[src/rtl/fetch_queue.sv]
// Instruction prefetch queue between fetch and decode.
// Buffers imem words together with their PC+4 so decode stalls and imem wait states
// are decoupled. Entries leave strictly in order; a flush discards everything fetched.
//
// Ports:
//   clk_i        clock, rising edge
//   rst_ni       asynchronous active-low reset
//   ihit_i       imem presents a valid word this cycle
//   imemload_i   instruction word from imem
//   fnpc_i       PC+4 of the word on imemload_i
//   deq_i        decode consumes the head entry
//   flush_i      discard all entries (taken branch/jump)
//   push_ack_o   word accepted this cycle; fetch advances PC on this
//   instr_o      head instruction, 0 when empty
//   npc_o        head PC+4, 0 when empty
//   valid_o      queue non-empty
//   full_o       queue holds Depth entries
//   count_o      number of occupied entries
module fetch_queue #(
  parameter int unsigned Depth = 4,
  parameter int unsigned Cw    = $clog2(Depth) + 1
) (
  input  logic          clk_i,
  input  logic          rst_ni,
  input  logic          ihit_i,
  input  logic [31:0]   imemload_i,
  input  logic [31:0]   fnpc_i,
  input  logic          deq_i,
  input  logic          flush_i,
  output logic          push_ack_o,
  output logic [31:0]   instr_o,
  output logic [31:0]   npc_o,
  output logic          valid_o,
  output logic          full_o,
  output logic [Cw-1:0] count_o
);

  localparam int unsigned PtrW = $clog2(Depth);

  typedef struct packed {
    logic [31:0] instr;
    logic [31:0] npc;
  } entry_t;

  entry_t          mem_q [Depth];
  logic [PtrW-1:0] rd_ptr_q, rd_ptr_d;
  logic [PtrW-1:0] wr_ptr_q, wr_ptr_d;
  logic [Cw-1:0]   count_q, count_d;
  logic            pop;
  logic            push;

  assign valid_o = (count_q != '0);
  assign full_o  = (count_q == Cw'(Depth));
  assign count_o = count_q;

  assign pop  = deq_i & valid_o & ~flush_i;
  // Gated by reset so fetch never advances while the queue is held in reset.
  assign push = ihit_i & (~full_o | pop) & ~flush_i & rst_ni;
  assign push_ack_o = push;

  assign instr_o = valid_o ? mem_q[rd_ptr_q].instr : 32'h0;
  assign npc_o   = valid_o ? mem_q[rd_ptr_q].npc   : 32'h0;

  always_comb begin
    rd_ptr_d = rd_ptr_q;
    wr_ptr_d = wr_ptr_q;
    count_d  = count_q;
    if (flush_i) begin
      rd_ptr_d = '0;
      wr_ptr_d = '0;
      count_d  = '0;
    end else begin
      if (push) wr_ptr_d = wr_ptr_q + PtrW'(1);
      if (pop)  rd_ptr_d = rd_ptr_q + PtrW'(1);
      unique case ({push, pop})
        2'b10:   count_d = count_q + Cw'(1);
        2'b01:   count_d = count_q - Cw'(1);
        default: count_d = count_q;
      endcase
    end
  end

  always_ff @(posedge clk_i or negedge rst_ni) begin
    if (!rst_ni) begin
      rd_ptr_q <= '0;
      wr_ptr_q <= '0;
      count_q  <= '0;
    end else begin
      rd_ptr_q <= rd_ptr_d;
      wr_ptr_q <= wr_ptr_d;
      count_q  <= count_d;
    end
  end

  // Storage needs no reset; occupancy is tracked by count_q alone.
  always_ff @(posedge clk_i) begin
    if (push) mem_q[wr_ptr_q] <= '{instr: imemload_i, npc: fnpc_i};
  end

  count_in_range_a : assert property (@(posedge clk_i) disable iff (!rst_ni)
    count_q <= Cw'(Depth));
  no_underflow_a : assert property (@(posedge clk_i) disable iff (!rst_ni)
    !(pop && count_q == '0));
  no_overflow_a : assert property (@(posedge clk_i) disable iff (!rst_ni)
    !(push && !pop && count_q == Cw'(Depth)));

endmodule

[config.mk]
export PLATFORM = sky130hd
export DESIGN_NAME = fetch_queue
export DESIGN_NICKNAME = d
export VERILOG_FILES = /design/src/rtl/fetch_queue.sv
export SDC_FILE = /design/constraint.sdc
export NUM_CORES = 1
export LEC_CHECK = 0
export ABC_CLOCK_PERIOD_IN_PS = 3200
export BUFFER_PORTS_ARGS = -buffer_cell sky130_fd_sc_hd__buf_2
export CAP_MARGIN = 5
export CORE_ASPECT_RATIO = 0.8
export CORE_MARGIN = 2
export CORE_UTILIZATION = 52
export DETAILED_ROUTE_END_ITERATION = 6
export PLACE_DENSITY_LB_ADDON = 0.3
export SLEW_MARGIN = 20
export SYNTH_ARGS = -nofsm -noshare
export SYNTH_HDL_FRONTEND = slang
export SYNTH_SLANG_ARGS = --single-unit
[constraint.sdc]
create_clock -name clk_i -period 3.2 [get_ports clk_i]
set_input_delay 0.8 -clock clk_i [delete_from_list [all_inputs] [get_ports clk_i]]
set_output_delay 0.8 -clock clk_i [all_outputs]
set_load 0.01 [all_outputs]
==> results of run 1 <==
==> synth_stat cells (2+ instances only) <==
master | count | share of area (%)
inv_1 | 5 | 0.18
o311ai_0 | 2 | 0.17
dfrtp_1 | 7 | 1.7
and2_1 | 69 | 4.2
clkbuf_1 | 10 | 0.37
ha_1 | 4 | 0.49
buf_6 | 5 | 0.55
a311oi_1 | 2 | 0.17
mux4_2 | 64 | 14
a31oi_1 | 2 | 0.12
xor2_1 | 2 | 0.17
or3_1 | 2 | 0.12
mux2i_1 | 3 | 0.29
edfxtp_1 | 256 | 75
nor2_1 | 7 | 0.26
buf_2 | 8 | 0.39
nand2_1 | 3 | 0.11
==> routing by layer <==
metal / share of wire [%] / track usage [%] / vias up / routed length (µm)
met2: 47 / 29.0 / 178 / 8810
met4: 2.0 / 4.36 / 4 / 378
met5: 0.11 / 0 / - / 21
li1: - / - / 2214 / -
met1: 43 / 26.0 / 2584 / 8050
met3: 7.7 / 4.80 / 38 / 1440
==> worst max-delay path, stage by stage (launching register included) <==
cell	delay, ps
dfrtp_1	490
or3_4	680
buf_4	280
and2_1	150
buf_2	140
==> power breakdown <==
part / internal [mW] / switching (mW)
Combinational: 0.293 / 0.309
Sequential: 3.83 / 0.0287
Clock: 1.69 / 1.15
==> through the flow <==
stage	hold WS (ps)	power, mW	area (µm²)	utilization (%)
global placement	572	4.53	11400	59.4
detailed placement	585	4.54	11400	59.4
finish	144	7.31	12200	63.5
CTS	127	7.38	12200	63.5
floorplan	504	4.29	10200	-
global route	136	7.57	12200	63.5
==> registers in the layout, summed over array words and instances, names as in the netlist <==
register  cells
wr_ptr_q      2
count_o       3
mem_q       256
rd_ptr_q      2
==> layout make-up <==
class                   instances  area, µm²
diodes                          1       2.50
clock buffers                  35        706
clock inverters                10       95.1
fillers                      1333       6980
inverters                       5       18.8
multi-input cells             175       2220
flip-flops and latches        263       7870
well taps                     258        323
repair buffers                152        933
==> how the worst max path moves through the flow <==
| stage | from | to | slack (ps) | cells after the start |
|---|---|---|---|---|
| global placement | rst_ni | push_ack_o | 630 | 5 |
| detailed placement | count_o[0] | count_o[1] | 570 | 6 |
| finish | count_o[0] | npc_o[9] | 120 | 4 |
| floorplan | flush_i | mem_q[2][0] | 350 | 3 |
| global route | count_o[1] | npc_o[9] | 20 | 4 |
| CTS | count_o[0] | npc_o[11] | 90 | 4 |
==> logic make-up after synthesis <==
kind of cell,share of synthesized area [%]
compound gates,0.893
fa+ha+maj,0.685
simple gates,5.33
flops,76.9
xor+xnor,0.171
mux,14.5
buf+inv,1.57
==> results_dict.tcl, run 1 <==
set metrics [dict create \
    io_buffer_count 138 \
    slew_violations 0 \
    r2r_end "count_o[1]" \
    final_common_cell "edfxtp_1" \
    wl_um 18700 \
    finalSetupViolations 0 \
    num_vias 5018 \
    tightestPinTransition_ps 617 \
    htreeDepth 1 \
    antenna_found_initial 2 \
    placed_cells 853 \
    holdBufCountCts 0 \
    drc_errors 0 \
    relSlewSlack_pct 58.8 \
    std_cell_rows 45 \
    fp.dieW_um 161 \
    dp_hpwl_um 11400 \
    syn-num-nets 541 \
    worstRegToRegCells 6 \
    synth_edf_count 256 \
    place_congestion 0.780 \
    wl_per_cell_um 20.8 \
    clock.fmax_mhz 325 \
    rr_startpoint "count_o[0]" \
    cts_buffers 26 \
    grt-ovfl-total 0 \
    cts_tree "done" \
    vias_per_cell 5.58 \
    dieHeight_um 129 \
    clockBufferDepth 3 \
    peakVddDrop_uv 551 \
    rsz0062_at_grt "false" \
    cts.sinks 263 \
    final_antenna_net_count 0 \
    grt_pass1_vias 5123 \
    initial_core_util_pct 53.4 \
    postCtsSetupBuffers 0 \
    postSynthAreaPerCell_um2 21.9 \
    syn-cell-area_mm2 0.0102 \
    die_area_mm2 0.0208 \
    place_ws_ps 565 \
    layout_setup_ws_ps 124 \
    syn_inst 467 \
    power_density_mw_per_mm2 601 \
    worstSetupPathType "reg2out" \
    ys_async_sr_fraction_pct 2.66 \
    final_cells 899 \
    cts_root_buf "clkbuf_16" \
    cp.arrival_ps 2280 \
    endpoint_kind "output port" \
    grt_usage_pct 18.3 \
    layout_common_cells "edfxtp_1 (256), buf_2 (138), and2_1 (65)" \
    finalClockSkew_ps 8.14 \
    grt_pass1_wl_um 28600 \
    cts_resized 0 \
    final_layout_size_suffix_gt1_share_pct 40.5 \
    status "complete, no violations" \
    clk_pin_slew_ps 60 \
    drtIter0Drc 364 \
    max-cap-violations 0 \
    ys_seq_elements 263 \
    hold_path.class "in2async" \
    period_minus_slack_ps 3080 \
    yosysSeqAreaShare_pct 76.9 \
    synth.distinct_cells 33 \
    crit_path_max_fanout 57 \
    clock_latency_ps 510 \
    syn_to_final_growth_pct 18.9 \
    start_kind "flip-flop" \
    dr.pass1.iters 4 \
    r2r_slack_ps 570 \
    cellLeakagePower_nw 4.21 \
    pin_count 139 \
    finalSetupTns_ps 0 \
    final_net_count 697 \
    yosysWarnings 0 \
    grt_max_degree 58 \
    cp.required_ps 2400 \
    ys.flop_type "edfxtp_1" \
    hold_viol 0 \
    design.core.area_mm2 0.0191 \
    post-route-period-util_pct 96.1 \
]
Note: power is estimated with default switching activity, not from simulation.
==> inputs of run 2 (changes only) <==
CORE_MARGIN = 3   (was 2)
==> run 2 against run 1 <==
Effect of this change: sequential power about the same; combinational power rose by 2%; register-to-register slack got worse by 60 ps; highest routed layer unchanged; hold slack about the same; core utilization rose by 0.13 points.
==> results_dict.tcl, run 2 (synthesis gave the netlist of run 1 again) <==
set metrics [dict create \
    status "complete, no violations" \
    io_buffer_count 138 \
    n_fill_cell 1350 \
    die_area_mm2 0.0214 \
    pin_count 139 \
    grt_usage_pct 18.7 \
    final_util_pct 63.7 \
    endpoint_kind "output port" \
    grt-ovfl-total 0 \
    syn_to_final_growth_pct 19.2 \
    fp.dieW_um 163 \
    std_cell_rows 45 \
    grt_max_degree 68 \
    antenna_found_initial 7 \
    num_vias 5105 \
    largest_reg_flops 256 \
    cp.required_ps 2400 \
    top_register "mem_q" \
    drtIter0Drc 378 \
    stdcell_area_mm2 0.0122 \
    worstSetupPathType "reg2out" \
    worstRegToRegCells 6 \
    cts_root_buf "clkbuf_16" \
    final_antenna_net_count 0 \
    slew_violations 0 \
    start_kind "flip-flop" \
    hold_path.class "in2async" \
    finalSetupTns_ps 0 \
    crit_path_max_fanout 39 \
    final_common_cell "edfxtp_1" \
    cellLeakagePower_nw 4.21 \
    relSlewSlack_pct 55.7 \
    clockBufferDepth 3 \
    r2r_slack_ps 510 \
    clk_pin_slew_ps 60 \
    finalClockSkew_ps 8.07 \
    place_congestion 0.761 \
    antenna_cells 0 \
    cp.arrival_ps 2180 \
    clock.fmax_mhz 336 \
    total_power_mw 7.12 \
    peakVddDrop_uv 551 \
    holdBufCountCts 0 \
    power_density_mw_per_mm2 584 \
    max-cap-violations 0 \
    dr.pass1.iters 4 \
    dpl_cell_area_mm2 0.0114 \
    dieHeight_um 131 \
    cts_buffers 25 \
    clock_latency_ps 510 \
    cts_tree "done" \
    post-route-period-util_pct 93.1 \
    rsz0062_at_grt "false" \
    drc_errors 0 \
    htreeDepth 1 \
    final_layout_size_suffix_gt1_share_pct 40.4 \
    hold_viol 0 \
    wl_um 19800 \
    finalSetupViolations 0 \
    layout_common_cells "edfxtp_1 (256), buf_2 (138), and2_1 (65)" \
    wl_per_cell_um 21.9 \
    vias_per_cell 5.66 \
    cts.sinks 263 \
    final_net_count 701 \
    initial_core_util_pct 53.4 \
    dp_hpwl_um 12300 \
    tightestPinTransition_ps 664 \
    period_minus_slack_ps 2980 \
    grt_pass1_wl_um 31000 \
    grt_pass1_vias 5418 \
    design.core.area_mm2 0.0191 \
]
[run 2: changes by cell type in the layout (fill, tap and decap cells not counted), moves of 2 or more]
cell,delta
buf_12,+3
clkbuf_16,-2
clkinv_1,+4
clkinv_2,-3
[run 2: final timing paths]
kind | start | endpoint
min in group clk_i | fnpc_i[20] | mem_q[2][20]
max | rd_ptr_q[0] | instr_o[2]
min | rst_ni | count_o[0]
min reg2reg | wr_ptr_q[1] | wr_ptr_q[1]
max in group asynchronous | rst_ni | rd_ptr_q[0]
max reg2reg | count_o[2] | count_o[1]
[run 2: cell type report]
type / instances / area, µm² / share of cell area, %
Sequential cell: 263 / 7870 / 64.6
Multi-Input combinational cell: 175 / 2220 / 18.2
Timing Repair Buffer: 157 / 1030 / 8.44
Clock buffer: 32 / 652 / 5.35
Tap cell: 258 / 323 / 2.65
Clock inverter: 12 / 81.3 / 0.667
Inverter: 5 / 18.8 / 0.154
[run 2: what timing repair did]
item	4_1_cts	5_1_grt
endpoints found under the hold margin	0	0
resized for setup	0	0
setup endpoints to repair	0	1
buffers inserted	0	1
[run 2: stage by stage]
stage	setup WS (ps)	hold slack, ps	std cells
floorplan	354	504	467
global placement	612	571	857
detailed placement	532	578	857
CTS	66.3	127	901
global route	84.1	133	902
finish	222	144	902
[run 2: power by group]
group | switching, mW | internal, mW
combinational | 0.321 | 0.294
clock | 1.14 | 1.51
sequential | 0.0221 | 3.83
[run 2: metal layers]
layer	track usage [%]	part of all wire [%]	up-vias
li1	-	-	2227
met1	25.9	41	2646
met2	31.0	51	182
met3	4.63	6.6	36
met4	3.24	1.4	14
met5	0	0.39	-
[run 2: critical path, stage by stage (launching register included)]
cell and delay (ps):
dfrtp_4 440, buf_12 310, mux4_2 560, and2_1 200, buf_2 140
